==> src/rtl/cordic_pkg.sv <==
// -----------------------------------------------------------------------------
// cordic_pkg
// Shared definitions for the CORDIC result-return path.
//   CORDIC_XLEN          : default result width
//   CORDIC_TRANS_ID_BITS : default scoreboard transaction-ID width
//   CORDIC_DEPTH         : default buffer depth / credit limit
//   cordic_wb_t          : writeback record {result, trans_id}; the FIFO
//                          payload uses the same packing order
//   cnt_width()          : width of a counter that must hold 0..depth
// -----------------------------------------------------------------------------
package cordic_pkg;

  localparam int CORDIC_XLEN          = 32;
  localparam int CORDIC_TRANS_ID_BITS = 3;
  localparam int CORDIC_DEPTH         = 4;

  typedef struct packed {
    logic [CORDIC_XLEN-1:0]          result;
    logic [CORDIC_TRANS_ID_BITS-1:0] trans_id;
  } cordic_wb_t;

  // A counter spanning 0..depth inclusive needs one bit more than a pointer.
  function automatic int cnt_width(input int depth);
    return $clog2(depth) + 1;
  endfunction

endpackage

==> src/rtl/cordic_wb_fifo.sv <==
// -----------------------------------------------------------------------------
// cordic_wb_fifo
// DEPTH-entry first-word-fallthrough FIFO with synchronous flush.
//   clk_i    in  : clock
//   rst_i    in  : asynchronous active-high reset
//   flush_i  in  : empties the FIFO; push and pop are ignored that cycle
//   push_i   in  : write data_i (ignored when full)
//   data_i   in  : write data
//   pop_i    in  : advance the read pointer (ignored when empty)
//   data_o   out : head entry, zero while empty
//   full_o   out : occupancy == DEPTH
//   empty_o  out : occupancy == 0
//   occ_o    out : current occupancy 0..DEPTH
// -----------------------------------------------------------------------------
module cordic_wb_fifo
  import cordic_pkg::*;
#(
  parameter int DEPTH = 4,
  parameter int WIDTH = 35
) (
  input  logic                   clk_i,
  input  logic                   rst_i,
  input  logic                   flush_i,
  input  logic                   push_i,
  input  logic [WIDTH-1:0]       data_i,
  input  logic                   pop_i,
  output logic [WIDTH-1:0]       data_o,
  output logic                   full_o,
  output logic                   empty_o,
  output logic [$clog2(DEPTH):0] occ_o
);

  localparam int PW = $clog2(DEPTH);
  localparam int CW = cnt_width(DEPTH);

  logic [PW-1:0]    wr_ptr_q, wr_ptr_d;
  logic [PW-1:0]    rd_ptr_q, rd_ptr_d;
  logic [CW-1:0]    occ_q, occ_d;
  logic [WIDTH-1:0] mem_q [DEPTH];
  logic             do_push;
  logic             do_pop;

  assign full_o  = (occ_q == CW'(DEPTH));
  assign empty_o = (occ_q == '0);
  assign occ_o   = occ_q;

  assign do_push = push_i & !full_o  & !flush_i;
  assign do_pop  = pop_i  & !empty_o & !flush_i;

  // Pointers are exactly log2(DEPTH) bits, so natural overflow is the
  // modulo-DEPTH wrap.
  always_comb begin
    wr_ptr_d = wr_ptr_q;
    rd_ptr_d = rd_ptr_q;
    occ_d    = occ_q;
    if (flush_i) begin
      wr_ptr_d = '0;
      rd_ptr_d = '0;
      occ_d    = '0;
    end else begin
      if (do_push) wr_ptr_d = wr_ptr_q + PW'(1);
      if (do_pop)  rd_ptr_d = rd_ptr_q + PW'(1);
      occ_d = occ_q + CW'(do_push) - CW'(do_pop);
    end
  end

  always_ff @(posedge clk_i or posedge rst_i) begin
    if (rst_i) begin
      wr_ptr_q <= '0;
      rd_ptr_q <= '0;
      occ_q    <= '0;
    end else begin
      wr_ptr_q <= wr_ptr_d;
      rd_ptr_q <= rd_ptr_d;
      occ_q    <= occ_d;
    end
  end

  // Storage needs no reset: an entry is only ever read after being written.
  always_ff @(posedge clk_i) begin
    if (do_push) mem_q[wr_ptr_q] <= data_i;
  end

  // Head is read straight from storage (fall-through). Gating with empty
  // keeps the output at zero out of reset and after a flush.
  assign data_o = empty_o ? '0 : mem_q[rd_ptr_q];

endmodule

==> src/rtl/cordic_wb_buffer.sv <==
// -----------------------------------------------------------------------------
// cordic_wb_buffer
// Buffers one-cycle CORDIC result pulses (no backpressure) and returns them to
// the scoreboard over a valid/ready writeback port. Issue into the unit is
// credit-limited to DEPTH outstanding operations so every result has a slot.
// Results of operations killed by a flush are counted and discarded.
//   clk_i, rst_i               : clock, asynchronous active-high reset
//   flush_i                    : kill all pending and buffered operations
//   issue_valid_i/issue_ready_o: dispatcher handshake
//   cordic_ready_i             : unit can take an operation
//   cordic_req_o               : issue strobe to the unit
//   cordic_valid_i/_result_i/_trans_id_i : result pulse from the unit
//   wb_valid_o/wb_ready_i      : writeback handshake
//   wb_result_o/wb_trans_id_o  : head entry
//   overflow_o                 : sticky protocol-error flag
// -----------------------------------------------------------------------------
module cordic_wb_buffer
  import cordic_pkg::*;
#(
  parameter int DEPTH         = CORDIC_DEPTH,
  parameter int XLEN          = CORDIC_XLEN,
  parameter int TRANS_ID_BITS = CORDIC_TRANS_ID_BITS
) (
  input  logic                     clk_i,
  input  logic                     rst_i,
  input  logic                     flush_i,
  input  logic                     issue_valid_i,
  output logic                     issue_ready_o,
  input  logic                     cordic_ready_i,
  output logic                     cordic_req_o,
  input  logic                     cordic_valid_i,
  input  logic [XLEN-1:0]          cordic_result_i,
  input  logic [TRANS_ID_BITS-1:0] cordic_trans_id_i,
  output logic                     wb_valid_o,
  input  logic                     wb_ready_i,
  output logic [XLEN-1:0]          wb_result_o,
  output logic [TRANS_ID_BITS-1:0] wb_trans_id_o,
  output logic                     overflow_o
);

  localparam int CW = cnt_width(DEPTH);
  localparam int EW = XLEN + TRANS_ID_BITS;

  logic [CW-1:0] out_cnt_q, out_cnt_d;
  logic [CW-1:0] drop_cnt_q, drop_cnt_d;
  logic          overflow_q, overflow_d;

  logic [CW-1:0] fifo_occ;
  logic          fifo_full;
  logic          fifo_empty;
  logic [EW-1:0] fifo_rdata;

  logic [CW-1:0] pend;
  logic [CW-1:0] flush_keep;
  logic          issue;
  logic          pop;
  logic          orphan;
  logic          claimed;
  logic          discard;
  logic          push;
  logic          push_full;

  // ---------------------------------------------------------------------------
  // Issue side: credit check against the registered outstanding count.
  // ---------------------------------------------------------------------------
  assign issue_ready_o = !rst_i & !flush_i & cordic_ready_i & (out_cnt_q < CW'(DEPTH));
  assign issue         = issue_valid_i & issue_ready_o;
  assign cordic_req_o  = issue;

  // ---------------------------------------------------------------------------
  // Result classification.
  // pend counts results still owed by the unit; a result with nothing owed is
  // a protocol error. A result that is owed is either a killed one (drop_cnt
  // non-zero) or a live one to buffer. drop_cnt never exceeds pend, so the
  // orphan test alone decides the error case.
  // ---------------------------------------------------------------------------
  assign pend      = out_cnt_q - fifo_occ;
  assign orphan    = cordic_valid_i & (pend == '0);
  assign claimed   = cordic_valid_i & !orphan;
  assign discard   = claimed & !flush_i & (drop_cnt_q != '0);
  assign push_full = claimed & !flush_i & (drop_cnt_q == '0) & fifo_full;
  assign push      = claimed & !flush_i & (drop_cnt_q == '0) & !fifo_full;

  // ---------------------------------------------------------------------------
  // Writeback side. A flush hides the head so nothing retires that cycle.
  // ---------------------------------------------------------------------------
  assign wb_valid_o = !fifo_empty & !flush_i;
  assign pop        = wb_valid_o & wb_ready_i;

  // After a flush every operation still owed by the unit becomes a kill; a
  // result landing in the flush cycle itself is already accounted for.
  assign flush_keep = claimed ? (pend - CW'(1)) : pend;

  always_comb begin
    out_cnt_d  = out_cnt_q;
    drop_cnt_d = drop_cnt_q;
    overflow_d = overflow_q | orphan | push_full;
    if (flush_i) begin
      out_cnt_d  = flush_keep;
      drop_cnt_d = flush_keep;
    end else begin
      out_cnt_d = out_cnt_q + CW'(issue) - CW'(pop) - CW'(discard);
      if (discard) drop_cnt_d = drop_cnt_q - CW'(1);
    end
  end

  always_ff @(posedge clk_i or posedge rst_i) begin
    if (rst_i) begin
      out_cnt_q  <= '0;
      drop_cnt_q <= '0;
      overflow_q <= 1'b0;
    end else begin
      out_cnt_q  <= out_cnt_d;
      drop_cnt_q <= drop_cnt_d;
      overflow_q <= overflow_d;
    end
  end

  assign overflow_o = overflow_q;

  // ---------------------------------------------------------------------------
  // Result buffer. Payload packing matches cordic_wb_t: {result, trans_id}.
  // ---------------------------------------------------------------------------
  cordic_wb_fifo #(
    .DEPTH (DEPTH),
    .WIDTH (EW)
  ) u_fifo (
    .clk_i   (clk_i),
    .rst_i   (rst_i),
    .flush_i (flush_i),
    .push_i  (push),
    .data_i  ({cordic_result_i, cordic_trans_id_i}),
    .pop_i   (pop),
    .data_o  (fifo_rdata),
    .full_o  (fifo_full),
    .empty_o (fifo_empty),
    .occ_o   (fifo_occ)
  );

  assign wb_result_o   = fifo_rdata[EW-1:TRANS_ID_BITS];
  assign wb_trans_id_o = fifo_rdata[TRANS_ID_BITS-1:0];

endmodule

==> config.mk <==
export PLATFORM = sky130hd
export DESIGN_NAME = cordic_wb_buffer
export DESIGN_NICKNAME = d
export VERILOG_FILES = /design/src/rtl/cordic_pkg.sv /design/src/rtl/cordic_wb_fifo.sv /design/src/rtl/cordic_wb_buffer.sv
export SDC_FILE = /design/constraint.sdc
export NUM_CORES = 1
export LEC_CHECK = 0
export CORE_MARGIN = 2
export CORE_UTILIZATION = 53
export DETAILED_ROUTE_END_ITERATION = 10
export GPL_ROUTABILITY_DRIVEN = 0
export GPL_TIMING_DRIVEN = 1
export PLACE_DENSITY = 0.86
export SETUP_SLACK_MARGIN = 0.5
export SLEW_MARGIN = 15
export SYNTH_ARGS = -nofsm -noshare
export SYNTH_HDL_FRONTEND = slang
export SYNTH_SLANG_ARGS = --single-unit
export TNS_END_PERCENT = 30
==> constraint.sdc <==
create_clock -name clk_i -period 9.45 [get_ports clk_i]
set_clock_uncertainty 0.15 [all_clocks]
set_input_delay 1.89 -clock clk_i [delete_from_list [all_inputs] [get_ports clk_i]]
set_output_delay 1.89 -clock clk_i [all_outputs]
set_load 0.005 [all_outputs]
== Yosys cells after proc, flatten, opt, wreduce, memory -nomap -nowiden ==
Memories as Yosys holds them, arrays and structs flattened.
Index checks and enable logic that the tools add are counted.

* Register bits: 14
* ROM bits: 0
* Memory bits (writable): 140
* Memories kept: 1
* Bits in latches: 0
* Input bits: 42

* Multipliers: 0
* $lt $le $gt $ge: 1
* Div/mod/pow operators: 0
* Add/subtract/negate cells: 10
* Bitwise operators: 19
* Muxes and demuxes: 12
* Shift operators: 0
* Equal/unequal tests: 1
* Reductions and logical operators: 12

{| class="wikitable"
|+ Memories
! memory !! depth !! width !! rd ports !! clocked after Yosys merged registers in !! write ports !! line !! text
|-
| u_fifo.mem_q || 4 || 35 || 1 || 0 || 1 || cordic_wb_fifo.sv:39 || <nowiki>logic [WIDTH-1:0] mem_q [DEPTH];</nowiki>
|}

{| class="wikitable"
|+ Operators with widths
! operator !! number
|-
| $mux 35 || 1
|-
| $and 1x1->1 || 17
|-
| $mux 3 || 5
|-
| $logic_not 3->1 || 3
|-
| $sub 3x1->3 || 3
|-
| $mux 2 || 4
|-
| $add 3x1->3 || 2
|-
| $reduce_bool 2->1 || 3
|-
| $sub 3x1->3 const B || 2
|-
| $logic_not 1->1 || 5
|-
| $add 2x1->2 const B || 2
|-
| $eq 3x3->1 const B || 1
|-
| $lt 3x3->1 const B || 1
|-
| $reduce_bool 3->1 || 1
|-
| $sub 3x3->3 || 1
|-
| $mux 1 || 2
|-
| $or 1x1->1 || 2
|}

== Logic depth before layout (Yosys ltp) ==
* Depth in word-level cells: 13
* Mapped depth: 15

== Hierarchy ==
From an unflattened synthesis, not the netlist that was laid out.

* Cells, all modules: 332
* Area, all modules: 6483.7 µm²

{| class="wikitable"
|+ Modules (own cells, without submodules)
! module !! cells each !! area each (µm²) !! sequential area each (µm²) !! instances
|-
| cordic_wb_fifo || 271 || 5888.1 || 4379.2 || 1
|-
| cordic_wb_buffer || 61 || 595.6 || 175.2 || 1
|}

== Least setup slack after synthesis ==
Ideal clock, no wire load.

* Kind: input-to-output
* Start: input port flush_i
* End: output port cordic_req_o
* Required time: 7.410 ns
* Stages on the path: 2
* Arrival: 2.520 ns
* Setup slack: 4.890 ns
* Path buffers: 0
* Cells stage by stage: nor4b_1 and2_1

* Cells in the longest elaborated chain, start to end: 5

{| class="wikitable"
|+ RTL lines
! element !! line !! text
|-
| start, declared || cordic_wb_buffer.sv:26 || <nowiki>input logic flush_i,</nowiki>
|-
| $logic_not 1->1 || cordic_wb_buffer.sv:66 || <nowiki>assign issue_ready_o = !rst_i & !flush_i & cordic_ready_i & (out_cnt_q < CW'(DEPTH));</nowiki>
|-
| $and 1x1->1 (3 in a row) || cordic_wb_buffer.sv:66 ||
|-
| $and 1x1->1 || cordic_wb_buffer.sv:67 || <nowiki>assign issue = issue_valid_i & issue_ready_o;</nowiki>
|-
| end, declared || cordic_wb_buffer.sv:30 || <nowiki>output logic cordic_req_o,</nowiki>
|}

No other way between the ends.

== Final worst setup path ==
Same ends and word-level chain as after synthesis.

==> results.py <==
metrics = {
    "routing": {
        "wl_per_cell_um": 20.0,
        "drc_errors": 0,
        "drt_first_pass_iters": 4,
        "dr.max_layer_used": "met4",
        "wl_met1_mm": 4.79,
        "dr_wl_met3_um": 360,
        "route.met2.wl_mm": 6.16,
        "routed-via-count": 3183,
        "drt-initial-drc-count": 178,
        "routed_wl_mm": 11.4,
        "viasPerCell": 5.57,
        "ant_nets": 0,
    },
    "clock_tree": {
        "holdBufCountCts": 0,
        "clk_latency_ns": 0.41,
        "clockBufferDepth": 2,
        "ctsResizeCount": 0,
        "clkSinkCount": 154,
        "cts-root-buf": "clkbuf_16",
        "cts.clk_slew.worst_paths_ns": 0.06,
        "cts_tree": "done",
        "numCtsBuffers": 17,
        "post-cts-setup-buffers": 0,
        "h-tree-depth": 4,
    },
    "yosys": {
        "avgSynthCellArea_um2": 19.2,
        "syn_nets": 388,
        "synth_cell_types": 33,
        "synth_edf_count": 140,
        "synth_top_flop_cell": "edfxtp_1",
        "synth-warning-count": 0,
        "ys_ff_latch": 154,
        "synthArstFlopShare_pct": 9.09,
        "syn_inst": 329,
        "synth_area_um2": 6330,
        "ys_seq_area_share_pct": 71.9,
    },
    "sta": {
        "slew_viol_final": 0,
        "period_needed_ns": 6.17,
        "worst_slack_ns": 3.28,
        "worst_pin_slew_ns": 0.958,
        "finalSetupViolations": 0,
        "final_hold_viol_count": 0,
        "rsz0062_at_grt": "false",
        "fmax_ghz": 0.162,
        "fin_crit_sh_pct": 65.3,
        "relSlewSlack_pct": 36.1,
        "tns_ns": 0,
    },
    "floorplanning": {
        "die_h_um": 113,
        "num_rows": 39,
        "io_pins": 81,
        "die-area_um2": 12800,
        "die_w_um": 113,
        "initial_core_util_pct": 55.0,
        "core_area_um2": 11500,
    },
    "global_route": {
        "antenna_found_initial": 0,
        "first_global_vias": 3450,
        "grt_first_pass_wirelength_mm": 18.0,
        "overflow": 0,
        "grtUsageTotal_pct": 19.2,
        "grt_max_degree": 37,
    },
    "power": {
        "max-vdd-ir-drop_v": 0.000126,
        "cellLeakagePower_nw": 2.68,
        "powerDensity_nw_per_um2": 273,
    },
    "worst_setup_path": {
        "start_kind": "primary input",
        "cp-end-kind": "output port",
        "required_ns": 7.41,
        "critical_path_class": "primary input to output port",
        "crit_fanout": 24,
        "worstPathArrival_ns": 4.13,
    },
    "layout": {
        "area_growth_pct": 24.1,
        "nNetsFinal": 474,
        "drive_above_1_share_pct": 17.5,
        "seq_area_um2": 4560,
        "fillers": 757,
        "diodes": 0,
        "multi_input_area_um2": 1660,
    },
    "run_status": {
        "outcome": "finished, final reports clean",
    },
    "job": {
        "cap_violations": 0,
    },
    "placed_design": {
        "post-place-ws_ns": 3.25,
        "port-buffer-count": 80,
        "dp.final_hpwl_mm": 6.77,
    },
    "worst_hold_path": {
        "hp-class": "flip-flop to flip-flop",
    },
}
-- worst max-delay path, stage by stage --
cell and delay, ns:
clkdlybuf4s50_1 0.84, nor4b_1 0.62, and2_1 0.25, clkdlybuf4s50_1 0.53
-- per-layer routing --
layer	up-vias	GRT usage, %
met3	13	4.34
li1	1448	-
met2	75	33.8
met1	1647	23.0
met4	0	7.56
met5	-	0
-- Yosys cell counts (6+ instances only) --
cell / count / area, um2
and2_1: 37 / 231
nand3_1: 7 / 35.0
ha_1: 14 / 175
mux4_2: 35 / 788
dfrtp_1: 14 / 350
nor2_1: 7 / 26.3
edfxtp_1: 140 / 4200
clkbuf_1: 9 / 33.8
inv_1: 15 / 56.3
buf_2: 6 / 30.0
-- layout by cell type, fill, tap and decap left out, types with 7 or more instances in the layout --
cell             netlist  routed
edfxtp_1             140     140
nand3_1                7       7
mux4_2                35      35
and2_1                37      37
inv_1                 15      15
nor2_1                 7       7
ha_1                  14      14
clkbuf_16              0      17
dfrtp_1               14      12
clkdlybuf4s50_1        0      80
-- layout make-up --
cell class,instances,share of cell area [%]
repair buffers,82,10.4
flip-flops and latches,154,58.0
multi-input cells,145,21.2
clock buffers,20,5.56
clock inverters,12,1.88
well taps,143,2.28
inverters,15,0.717
-- stage by stage --
step / total power (W) / cell area, um2 / hold WS (ns) / utilization [%] / instances
final: 0.00214 / 7850 / 0.309 / 68.2 / 571
after global routing: 0.00225 / 7850 / 0.337 / 68.2 / 571
after CTS: 0.00216 / 7850 / 0.312 / 68.2 / 571
after detailed placement: 0.00149 / 7270 / 0.299 / 63.1 / 539
after global placement: 0.00147 / 7270 / 0.291 / 63.1 / 539
after floorplan: 0.00123 / 6330 / 0.301 / - / 329
-- flip-flops by register name, summed over array words and instances (netlist names) --
name	count
u_fifo.mem_q	140
drop_cnt_q	3
out_cnt_q	3
u_fifo.occ_o	3
u_fifo.rd_ptr_q	2
u_fifo.wr_ptr_q	2
overflow_o	1
-- cell families (layout without fill, tap and decap cells) --
family                   after synthesis  after routing  synth area share, %
AO/OA/AOI/OAI                         11             11                 1.34
buffers and inverters                 30            129                 1.90
multiplexers                          41             41                 13.5
AND/OR/NAND/NOR                       69             69                 6.42
adder cells (fa/ha/maj)               17             17                 3.72
XOR/XNOR                               7              7                 1.21
flip-flops                           154            154                 71.9
-- power breakdown --
part	switching, W	total [W]	leakage (nW)	internal (W)
logic	0.000267	0.000637	0.965	0.000369
clock network	0.000254	0.000668	0.278	0.000414
registers	0.0000484	0.000838	1.43	0.000789
-- worst paths after layout --
check | start | endpoint | slack [ns] | cells after the start
max in group asynchronous | rst_i | u_fifo.rd_ptr_q[0] | 7.01 | 2
max reg2reg | u_fifo.occ_o[0] | out_cnt_q[2] | 5.97 | 13
min in group asynchronous | rst_i | out_cnt_q[2] | 1.74 | 2
max | flush_i | cordic_req_o | 3.28 | 4
min | overflow_o | overflow_o | 0.31 | 1
min reg2reg | overflow_o | overflow_o | 0.31 | 1
No activity file was read; power rests on OpenSTA's default activity.
